<file path="config.mk">
export PLATFORM = sky130hd
export DESIGN_NAME = seq_detect_ctrl
export DESIGN_NICKNAME = d
export VERILOG_FILES = /design/src/rtl/seq_detect_pkg.sv /design/src/rtl/seq_shift_match.sv /design/src/rtl/seq_detect_ctrl.sv
export SDC_FILE = /design/constraint.sdc
export NUM_CORES = 1
export LEC_CHECK = 0
export ABC_AREA = 1
export CAP_MARGIN = 20
export CORE_ASPECT_RATIO = 1.75
export CORE_UTILIZATION = 51
export DETAILED_ROUTE_END_ITERATION = 10
export PLACE_DENSITY = 0.79
export SETUP_SLACK_MARGIN = 0.4
export SLEW_MARGIN = 10
export SYNTH_ARGS = -nofsm -noshare
export SYNTH_HDL_FRONTEND = slang
export SYNTH_SLANG_ARGS = --single-unit
</file>
<file path="constraint.sdc">
create_clock -name i_clock -period 1.8 [get_ports i_clock]
set_input_delay 0.18 -clock i_clock [delete_from_list [all_inputs] [get_ports i_clock]]
set_output_delay 0.18 -clock i_clock [all_outputs]
set_load 0.05 [all_outputs]
</file>
<file path="src/rtl/seq_detect_pkg.sv">
// Shared state encodings and default widths for the serial pattern detector controller.
package seq_detect_pkg;

  localparam int unsigned PAT_W_DEF = 4;
  localparam int unsigned CNT_W_DEF = 8;

  localparam logic [1:0] StIdle  = 2'd0;
  localparam logic [1:0] StArmed = 2'd1;
  localparam logic [1:0] StDone  = 2'd2;

endpackage

</file>
<file path="src/rtl/seq_shift_match.sv">
// Bit history, fill tracking and pattern comparator; hit is combinational on the current bit.
module seq_shift_match
  import seq_detect_pkg::*;
#(
  parameter int unsigned PAT_W = PAT_W_DEF
) (
  input  logic             clk,
  input  logic             rst,
  input  logic             bit_in,
  input  logic             bit_valid,
  input  logic             clear,
  input  logic             overlap,
  input  logic [PAT_W-1:0] pattern,
  output logic             hit
);

  localparam int unsigned FillW = $clog2(PAT_W + 1);

  logic [PAT_W-1:0] hist_q;
  logic [PAT_W-1:0] hist_next;
  logic [FillW-1:0] fill_q;
  logic             full;

  assign hist_next = {hist_q[PAT_W-2:0], bit_in};
  // Full once the current bit completes a window of PAT_W samples.
  assign full      = (fill_q >= FillW'(PAT_W - 1));
  assign hit       = bit_valid && full && (hist_next == pattern);

  always_ff @(posedge clk or posedge rst) begin
    if (rst) begin
      hist_q <= '0;
      fill_q <= '0;
    end else if (clear) begin
      hist_q <= '0;
      fill_q <= '0;
    end else if (bit_valid) begin
      hist_q <= hist_next;
      if (hit && !overlap) begin
        fill_q <= '0;
      end else if (fill_q != FillW'(PAT_W)) begin
        fill_q <= fill_q + 1'b1;
      end
    end
  end

endmodule

</file>
<file path="src/rtl/seq_detect_ctrl.sv">
// Configurable serial pattern detector controller: FSM, match counter and LED indication.
// Optional LED stretch is built when SEQ_DETECT_CTRL_STRETCH_EN is defined.
module seq_detect_ctrl
  import seq_detect_pkg::*;
#(
  parameter int unsigned PAT_W       = PAT_W_DEF,
  parameter int unsigned CNT_W       = CNT_W_DEF,
  parameter int unsigned HOLD_CYCLES = 16
) (
  input  logic             i_clock,
  input  logic             i_reset,
  input  logic             i_cfg_valid,
  input  logic [PAT_W-1:0] i_cfg_pattern,
  input  logic             i_cfg_overlap,
  input  logic [CNT_W-1:0] i_cfg_max,
  output logic             o_cfg_ready,
  input  logic             i_arm,
  input  logic             i_disarm,
  input  logic             i_btn,
  input  logic             i_btn_valid,
  output logic             o_match,
  output logic [CNT_W-1:0] o_match_count,
  output logic             o_led,
  output logic [1:0]       o_state
);

  logic [1:0]       state_q, state_d;
  logic [PAT_W-1:0] pat_q;
  logic             ovl_q;
  logic [CNT_W-1:0] max_q;
  logic [CNT_W-1:0] count_q, count_d;
  logic             match_q, match_d;
  logic             idle_like, arm_go, cfg_load, shift_en, hit;

  assign idle_like = (state_q == StIdle) || (state_q == StDone);
  assign arm_go    = idle_like && i_arm && !i_disarm;
  assign cfg_load  = idle_like && i_cfg_valid && !i_disarm;
  assign shift_en  = (state_q == StArmed) && i_btn_valid && !i_disarm;

  seq_shift_match #(
    .PAT_W (PAT_W)
  ) u_shift_match (
    .clk       (i_clock),
    .rst       (i_reset),
    .bit_in    (i_btn),
    .bit_valid (shift_en),
    .clear     (i_disarm || arm_go),
    .overlap   (ovl_q),
    .pattern   (pat_q),
    .hit       (hit)
  );

  always_comb begin
    state_d = state_q;
    count_d = count_q;
    match_d = 1'b0;
    if (i_disarm) begin
      state_d = StIdle;
    end else begin
      unique case (state_q)
        StIdle, StDone: begin
          if (arm_go) begin
            state_d = StArmed;
            count_d = '0;
          end
        end
        StArmed: begin
          if (hit) begin
            match_d = 1'b1;
            count_d = count_q + 1'b1;
            if ((max_q != '0) && (count_d == max_q)) begin
              state_d = StDone;
            end
          end
        end
        default: state_d = StIdle;
      endcase
    end
  end

  always_ff @(posedge i_clock or posedge i_reset) begin
    if (i_reset) begin
      state_q <= StIdle;
      count_q <= '0;
      match_q <= 1'b0;
    end else begin
      state_q <= state_d;
      count_q <= count_d;
      match_q <= match_d;
    end
  end

  always_ff @(posedge i_clock or posedge i_reset) begin
    if (i_reset) begin
      pat_q <= '0;
      ovl_q <= 1'b0;
      max_q <= '0;
    end else if (cfg_load) begin
      pat_q <= i_cfg_pattern;
      ovl_q <= i_cfg_overlap;
      max_q <= i_cfg_max;
    end
  end

`ifdef SEQ_DETECT_CTRL_STRETCH_EN
  localparam int unsigned HoldW = $clog2(HOLD_CYCLES + 1);

  logic [HoldW-1:0] hold_q;

  // Every accepted match restarts the full stretch window.
  always_ff @(posedge i_clock or posedge i_reset) begin
    if (i_reset) begin
      hold_q <= '0;
    end else if (match_d) begin
      hold_q <= HoldW'(HOLD_CYCLES);
    end else if (i_disarm) begin
      hold_q <= '0;
    end else if (hold_q != '0) begin
      hold_q <= hold_q - 1'b1;
    end
  end

  assign o_led = (hold_q != '0);
`else
  assign o_led = match_q && (HOLD_CYCLES != 0);
`endif

  assign o_cfg_ready   = (state_q == StIdle) || (state_q == StDone);
  assign o_match       = match_q;
  assign o_match_count = count_q;
  assign o_state       = state_q;

endmodule

</file>
# After elaboration in Yosys (flattened, before gate mapping)
# Cells that the tools add are included.
dict set report totals {
  ff_bits 30
  in_bits 20
  out_inout_bits 13
  word_cells 62
}
dict set report classes {
  eq_ne 10
  bitwise_logic 1
  n_addsub 2
  mux 17
  n_lt_le_gt_ge 1
  n_reduce_logical 23
}
# op n
set ops {}
lappend ops {{$mux W3} 6}
lappend ops {{$mux W8} 2}
lappend ops {{$pmux W8 S2} 1}
lappend ops {{$logic_and A1 B1 Y1} 10}
lappend ops {{$add A8 B1 Y8 const B} 1}
lappend ops {{$eq A8 B8 Y1} 1}
lappend ops {{$mux W2} 4}
lappend ops {{$reduce_bool A8 Y1} 1}
lappend ops {{$ne A3 B2 Y1 const B} 2}
lappend ops {{$ne A3 B3 Y1 const B} 2}
lappend ops {{$eq A4 B4 Y1} 1}
lappend ops {{$pmux W2 S2} 1}
lappend ops {{$reduce_and A4 Y1} 1}
lappend ops {{$reduce_bool A2 Y1} 2}
lappend ops {{$add A3 B1 Y3 const B} 1}
lappend ops {{$ge A3 B2 Y1 const B} 1}
lappend ops {{$mux W1} 3}
lappend ops {{$reduce_and A3 Y1} 1}
lappend ops {{$reduce_bool A3 Y1} 1}
lappend ops {{$eq A2 B1 Y1 const B} 1}
lappend ops {{$eq A2 B2 Y1 const B} 1}
lappend ops {{$logic_not A1 Y1} 2}
lappend ops {{$logic_not A2 Y1} 1}
lappend ops {{$logic_or A1 B1 Y1} 2}
lappend ops {{other kinds (5)} 5}

# Longest topological paths before layout
# Gate-level depths: netlist of run 1.
dict set report depth {
  ltp_word 9
  depth_mapped 12
  mapped_depth_nobuf 11
}

# Cells and area by module
# From an unflattened synthesis of run 1, not the netlist that was laid out.
dict set report unflattened {
  cells_unflattened 239
  area_unflattened_um2 1766.7
}
# mod seq_area_each_um2 cells_per_inst instances area_each_um2
set modules_own_cells {}
lappend modules_own_cells {seq_detect_ctrl 600.6 175 1 1327.5}
lappend modules_own_cells {seq_shift_match 150.1 64 1 439.2}

# Worst setup path before layout of run 1
# Ideal clock, no wire load.
dict set report synth_path {
  path_kind {register to register}
  startpoint {reg state_q[0], in the netlist o_state[0]}
  endpoint {reg count_q[3], in the netlist o_match_count[3]}
  required_time_ns 1.672
  setup_slack_ns -0.123
  arrival_ns 1.795
  setup_time_ns 0.128
  path_buffers 0
  stages_incl_launch_ff 12
  period_less_slack_ns 1.923
  cell_sequence {dfrtp_1 inv_2 nor2_4 nand2_4 nor2_4 nand2_4 nor2_8 inv_2 nand2_2 nand2_2 clkinv_2 o22ai_1}
}
dict set report synth_via {
  word_cells_on_any_way 16
  cone_classes {eq/ne (4); mux (1); reduce/logical (11)}
}
# item line_no
set synth_rtl {}
lappend synth_rtl {{from (decl)} seq_detect_ctrl.sv:27} ;# logic [1:0] state_q, state_d;
lappend synth_rtl {{from (signal assigned)} seq_detect_ctrl.sv:83} ;# state_q <= StIdle;
lappend synth_rtl {{from (signal assigned)} seq_detect_ctrl.sv:87} ;# state_q <= state_d;
lappend synth_rtl {{$eq A2 B2 Y1 or $logic_not A2 Y1 (tied branches)} -}
lappend synth_rtl {{$logic_or A1 B1 Y1 *} -}
lappend synth_rtl {{via o_cfg_ready} seq_detect_ctrl.sv:16} ;# output logic o_cfg_ready,
lappend synth_rtl {{$logic_and A1 B1 Y1 * (2 in a row)} seq_detect_ctrl.sv:36} ;# assign arm_go = idle_like && i_arm && !i_disarm;
lappend synth_rtl {{$ne A2 B2 Y1 (no line) *} -}
lappend synth_rtl {{$reduce_and A4 Y1 (no line) *} -}
lappend synth_rtl {{to (signal assigned)} seq_detect_ctrl.sv:88} ;# count_q <= count_d;
lappend synth_rtl {{to (decl)} seq_detect_ctrl.sv:31} ;# logic [CNT_W-1:0] count_q, count_d;
# The timed path passes the listed nets; every way through them passes the cells marked *.
# A chain may end at the register's enable or synchronous reset.

# Worst setup path in the final report of run 1
dict set report layout_path {
  startpoint {reg count_q[1], in the netlist o_match_count[1]}
  endpoint {reg state_q[1], in the netlist o_state[1]}
}
dict set report layout_via {
  elab_chain_len 5
}
# item line_no
set layout_rtl {}
lappend layout_rtl {{$add A8 B1 Y8} seq_detect_ctrl.sv:70} ;# count_d = count_q + 1'b1;
lappend layout_rtl {{$eq A8 B8 Y1} seq_detect_ctrl.sv:71} ;# if ((max_q != '0) && (count_d == max_q)) begin
lappend layout_rtl {{$logic_and A1 B1 Y1} seq_detect_ctrl.sv:71}
lappend layout_rtl {{$ne A3 B2 Y1 (no line)} -}
lappend layout_rtl {{$reduce_and A3 Y1 (no line)} -}
# No other way between the ends.

==> results of run 1 <==
[stage by stage]
stage	area, sq um	worst slack (ps)	hold slack (ps)	utilization (%)	std cells
after floorplan	1740	154	270	-	230
after global placement	2150	77.6	495	67.6	307
after detailed placement	2150	45.2	501	67.6	307
after CTS	2420	176	290	76.4	326
after global routing	2470	58.7	325	77.8	328
final	2470	139	269	77.8	328
[what timing repair did]
action / 4_1_cts / 5_1_grt
pin swaps: 18 / 7
buffers inserted: 11 / 2
gates cloned: 0 / 0
endpoints found under the setup margin: 24 / 23
resized for setup: 46 / 20
[cell families (layout without fill, tap and decap cells)]
| family | after synthesis | after routing | synth area share [%] |
|---|---|---|---|
| mux | 2 | 2 | 1.31 |
| compound gates | 27 | 27 | 8.18 |
| buf+inv | 39 | 94 | 9.05 |
| flops | 30 | 30 | 43.8 |
| xor+xnor | 2 | 2 | 1.02 |
| simple gates | 126 | 126 | 33.7 |
| fa+ha+maj | 4 | 4 | 2.92 |
[synth_stat cells, types with 4 or more instances]
cell type   n  area (sq um)
a21oi_1    12          60.1
dfrtp_1    30           751
ha_1        4          50.1
inv_1      32           120
nand2_1    60           225
nand3_1    27           135
nand4_1     6          37.5
nor2_1     24          90.1
o21ai_0     5          25.0
o21ai_1     8          40.0
[critical path: stages (launching register included)]
cell	delay [ps]
dfrtp_2	430
ha_4	280
inv_2	40
nand2_1	50
nand2_1	50
nor2_1	80
nand2_1	60
nor2_2	150
nand4_1	140
nor2_2	140
nand3_1	90
nand2_1	70
[where the power goes]
group | internal [mW] | leakage (nW) | total, mW | switching (mW)
Sequential | 0.741 | 0.368 | 0.797 | 0.0553
Combinational | 0.179 | 0.788 | 0.405 | 0.226
Clock | 0.451 | 0.0585 | 0.715 | 0.264
[path summary, 6_finish.rpt]
kind                                                     start                             endpoint  slack (ps)  cells after the start
setup reg to reg                  o_match_count[1]$_DFFE_PP0P_               o_state[1]$_DFFE_PP0P_         140                     11
setup / recovery                  o_match_count[1]$_DFFE_PP0P_               o_state[1]$_DFFE_PP0P_         140                     11
hold / removal                                         i_reset                 max_q[7]$_DFFE_PP0P_         270                      3
max in group asynchronous                              i_reset         o_match_count[2]$_DFFE_PP0P_        1210                      3
hold reg to reg            u_shift_match.fill_q[2]$_DFFE_PP0P_  u_shift_match.fill_q[2]$_DFFE_PP0P_         530                      2
min in group i_clock                              i_cfg_max[7]                 max_q[7]$_DFFE_PP0P_         460                      3
[state kept, by name (all words and copies together), names as in the netlist]
name,count
o_led,1
ovl_q,1
pat_q,4
max_q,8
u_shift_match.hist_q,3
o_state,2
o_match_count,8
u_shift_match.fill_q,3
[routing by layer]
metal / up-vias / track usage [%] / part of all wire (%)
li1: 837 / - / -
met1: 795 / 25.4 / 36
met2: 33 / 52.1 / 59
met3: 9 / 5.68 / 2.5
met4: 0 / 15.3 / 2.5
met5: - / 0 / 0
[layout make-up]
cell class	instances	area (sq um)
fill	251	706
clock inverter	1	30.0
clock buffer	7	86.3
tap	43	53.8
timing repair buffer	51	447
multi-input combinational	161	948
inverter	35	146
sequential	30	758
==> run metrics, run 1 <==
status completed; initial core utilization 54.0%; root buffer cell clkbuf_8; Detail Route Antenna Nets 0; Required @ worst endpoint 2020 ps; worst vdd ir between 0.0008 and 0.0009 V; Worst-Skew Late Latency a little under 300 ps; Core Region roughly 3200 sq um; minimum clock period 1660 ps; P per Cell Area 776 nW/um^2; final hold violation count 0; Final nets 308; drt drc 0; Routed WL between 4000 and 5000 um; port buffer count 32; top_reg_cell synth dfrtp_1; final period utilization roughly 92%; Vias/cell ~5.1; GPL Wtd Cong roughly 0.83; syn nets 254; Cell Area, Synth 1710 sq um; grt total ovfl 0; initial antenna violation count 0; CTS clk-pin slew, worst paths roughly 70 ps; Via Count 1674; io pins 33; most common cell after layout, fill and taps aside nand2_1; Avg Cell Area, Syn 7.45 sq um; die area 3610 sq um; Die Height between 70 and 80 um; Tot GR Track Use about 28%; Async S/R FF share, synth 100%; # diodes 0; number of max-cap violations 0; total power draw about 1.9 mW; CP startpoint kind flop; H-tree depth 2; hold crit path type in2async; cts hold-fix bufs 0; RSZ-0062 raised after global routing yes; Worst Path Arrival approximately 1900 ps; Max Root-Sink Buffers 2; Distinct cells, synth 24; initial drt markers 60; routed wire length per instance ~13 um; Seq cells post-synth 30; TNS Setup 0 ps; Cells after Synth 230; worst-path fanout max 3; final setup vio count 0; largest net degree at the start of global routing 31; First-pass DRT Iterations 4; Post-synth EDFFs 0; critical path class reg2reg; vias in the first global route around 1700; Worst slew margin between 60% and 70%; die width 45.8 um; area growth from synthesis to layout 44.1%; Synth Warn # 0; Slew @ Worst Pin 489 ps; most frequent cells in the layout 55 x nand2_1, 28 x inv_1, 24 x nand3_1, 24 x dfrtp_1, 21 x nor2_1; CP Capture Type flop; post-synthesis sequential area ratio 43.8%; DP HPWL between 3000 and 4000 um; Final Max Tran Viols 0; first-pass GRT wire length between 7000 and 8000 um; row count 27; CTS tree built; Worst Skew between 10 and 15 ps; leakage power 1.21 nW; Max Fclk ~600 MHz; Sink Count 30; cts bufs inserted 5; layout cells sized above 1 29.1%
No activity file was read; power rests on OpenSTA's default activity.
==> inputs of run 2 (changes only) <==
- PLACE_DENSITY: 0.79 -> default
- PLACE_DENSITY_LB_ADDON: default -> 0.25
==> run metrics, run 2 (synthesized netlist as in run 1, its figures left out) <==
initial core utilization 54.0% (unchanged); row count 27 (unchanged); die area 3610 sq um (unchanged); Worst-Skew Late Latency 290 ps (about the same); drt drc 0 (unchanged); number of max-cap violations 0 (unchanged); CTS clk-pin slew, worst paths 70 ps (about the same); critical path class reg2reg (unchanged); final setup vio count 0 (unchanged); DP Worst Slack 1.48 ps (was 45.2 ps); Worst Path Arrival 1970 ps (was 1880 ps); Routed WL 5470 um (was 4410 um); die width 45.8 um (unchanged); leakage power 1.26 nW (was 1.21 nW); DP HPWL 2920 um (was 3030 um); status completed (unchanged); Highest Signal Layer met4 (unchanged); CP startpoint kind flop (unchanged); grt total ovfl 0 (unchanged); min setup slack post-route 52.1 ps (was 139 ps); CTS tree built (unchanged); most frequent cells in the layout 55 x nand2_1, 28 x inv_1, 24 x dfrtp_1, 23 x nand3_1, 21 x nor2_1 (was 55 x nand2_1, 28 x inv_1, 24 x nand3_1, 24 x dfrtp_1, 21 x nor2_1); routed wire length per instance 16.5 um (was 13.4 um); layout cells sized above 1 29.8% (was 29.1%); worst-path fanout max 3 (unchanged); initial drt markers 103 (was 60); Required @ worst endpoint 2020 ps (about the same); Tot GR Track Use 27.9% (was 27.8%); Max Root-Sink Buffers 2 (unchanged); P per Cell Area 768 nW/um^2 (was 776 nW/um^2); cts bufs inserted 5 (unchanged); H-tree depth 2 (unchanged); Worst Skew 13.0 ps (was 11.4 ps); detailed-routed wire length on met3 235 um (was 111 um); Vias/cell 5.52 (was 5.10); Worst R2R Setup Slack 50 ps (was 140 ps); Die Height 78.7 um (unchanged); CP Capture Type flop (unchanged); Filler Cells Inserted 209 (was 251); RSZ-0062 raised after global routing yes (unchanged); WL met1 1860 um (was 1590 um); Worst slew margin 67.6% (was 67.5%); minimum clock period 1750 ps (was 1660 ps); Final Max Tran Viols 0 (unchanged); final hold violation count 0 (unchanged); Via Count 1832 (was 1674); port buffer count 32 (unchanged); worst vdd ir 0.00109 V (was 0.000867 V); Final nets 312 (was 308); Slew @ Worst Pin 488 ps (was 489 ps); Util after Layout 80.6% (was 77.8%); Sink Count 30 (unchanged); Max Fclk 572 MHz (was 602 MHz); metal2 WL 3140 um (was 2600 um); io pins 33 (unchanged); hold crit path type in2async (unchanged); largest net degree at the start of global routing 31 (unchanged); vias in the first global route 1682 (was 1743); Core Region 3180 sq um (unchanged); GPL Wtd Cong 0.864 (was 0.835); initial antenna violation count 0 (unchanged); Detail Route Antenna Nets 0 (unchanged); area growth from synthesis to layout 49.3% (was 44.1%); final period utilization 97.1% (was 92.3%); most common cell after layout, fill and taps aside nand2_1 (unchanged); root buffer cell clkbuf_8 (unchanged); first-pass GRT wire length 7160 um (was 7210 um); First-pass DRT Iterations 4 (unchanged); # diodes 0 (unchanged)
-- run 2: worst max-delay path, stage by stage (launching register included) --
cell and delay (ps):
dfrtp_2 430, ha_4 170, or2_2 280, nand3_1 70, nand2_1 60, nor2_2 140, nand4_1 140, nor2_2 190
nand3_2 120, nand2_1 90
-- run 2: worst paths after layout --
kind,start,endpoint,cells past startpoint
min in group i_clock,i_cfg_max[4],max_q[4]$_DFFE_PP0P_,3
min,i_reset,u_shift_match.hist_q[2]$_DFFE_PP0P_,3
max reg2reg,o_match_count[1]$_DFFE_PP0P_,o_state[1]$_DFFE_PP0P_,9
max,o_match_count[1]$_DFFE_PP0P_,o_state[1]$_DFFE_PP0P_,9
min reg2reg,pat_q[3]$_DFFE_PP0P_,pat_q[3]$_DFFE_PP0P_,2
max in group asynchronous,i_reset,o_state[0]$_DFFE_PP0P_,3
-- run 2: metrics by stage --
stage	hold WS (ps)	instance area, sq um	setup TNS (ps)	instances	total power [mW]
2_1_floorplan	270	1740	0	230	1.01
3_3_place_gp	500	2140	0	306	1.13
3_5_place_dp	504	2140	0	306	1.14
4_1_cts	277	2400	0	325	1.90
5_1_grt	346	2560	-44.4	332	2.03
6_report	264	2560	0	332	1.97
-- run 2: timing repair --
action / in CTS / in global routing
hold buffers: 0 / 0
setup endpoints to repair: 24 / 27
gates cloned: 0 / 2
resized for setup: 35 / 29
pin swaps: 17 / 13
setup buffers: 11 / 5
-- run 2: layout make-up --
type	count	area [sq um]	area share [%]
repair buffers	55	543	21.2
flip-flops and latches	30	758	29.6
multi-input cells	161	942	36.8
clock buffers	7	86.3	3.37
clock inverters	1	30.0	1.17
well taps	43	53.8	2.10
inverters	35	146	5.72
-- run 2: routing by layer --
| layer | global-route usage [%] | vias to the layer above |
|---|---|---|
| met5 | 0 | - |
| met1 | 27.5 | 887 |
| met3 | 5.68 | 20 |
| met2 | 50.0 | 80 |
| met4 | 16.2 | 0 |
| li1 | - | 845 |
-- run 2: power by group --
group          total [mW]  internal, mW  switching [mW]
sequential          0.799         0.741          0.0579
combinational       0.454         0.202           0.252
clock               0.712         0.451           0.262
total                1.97          1.39           0.572
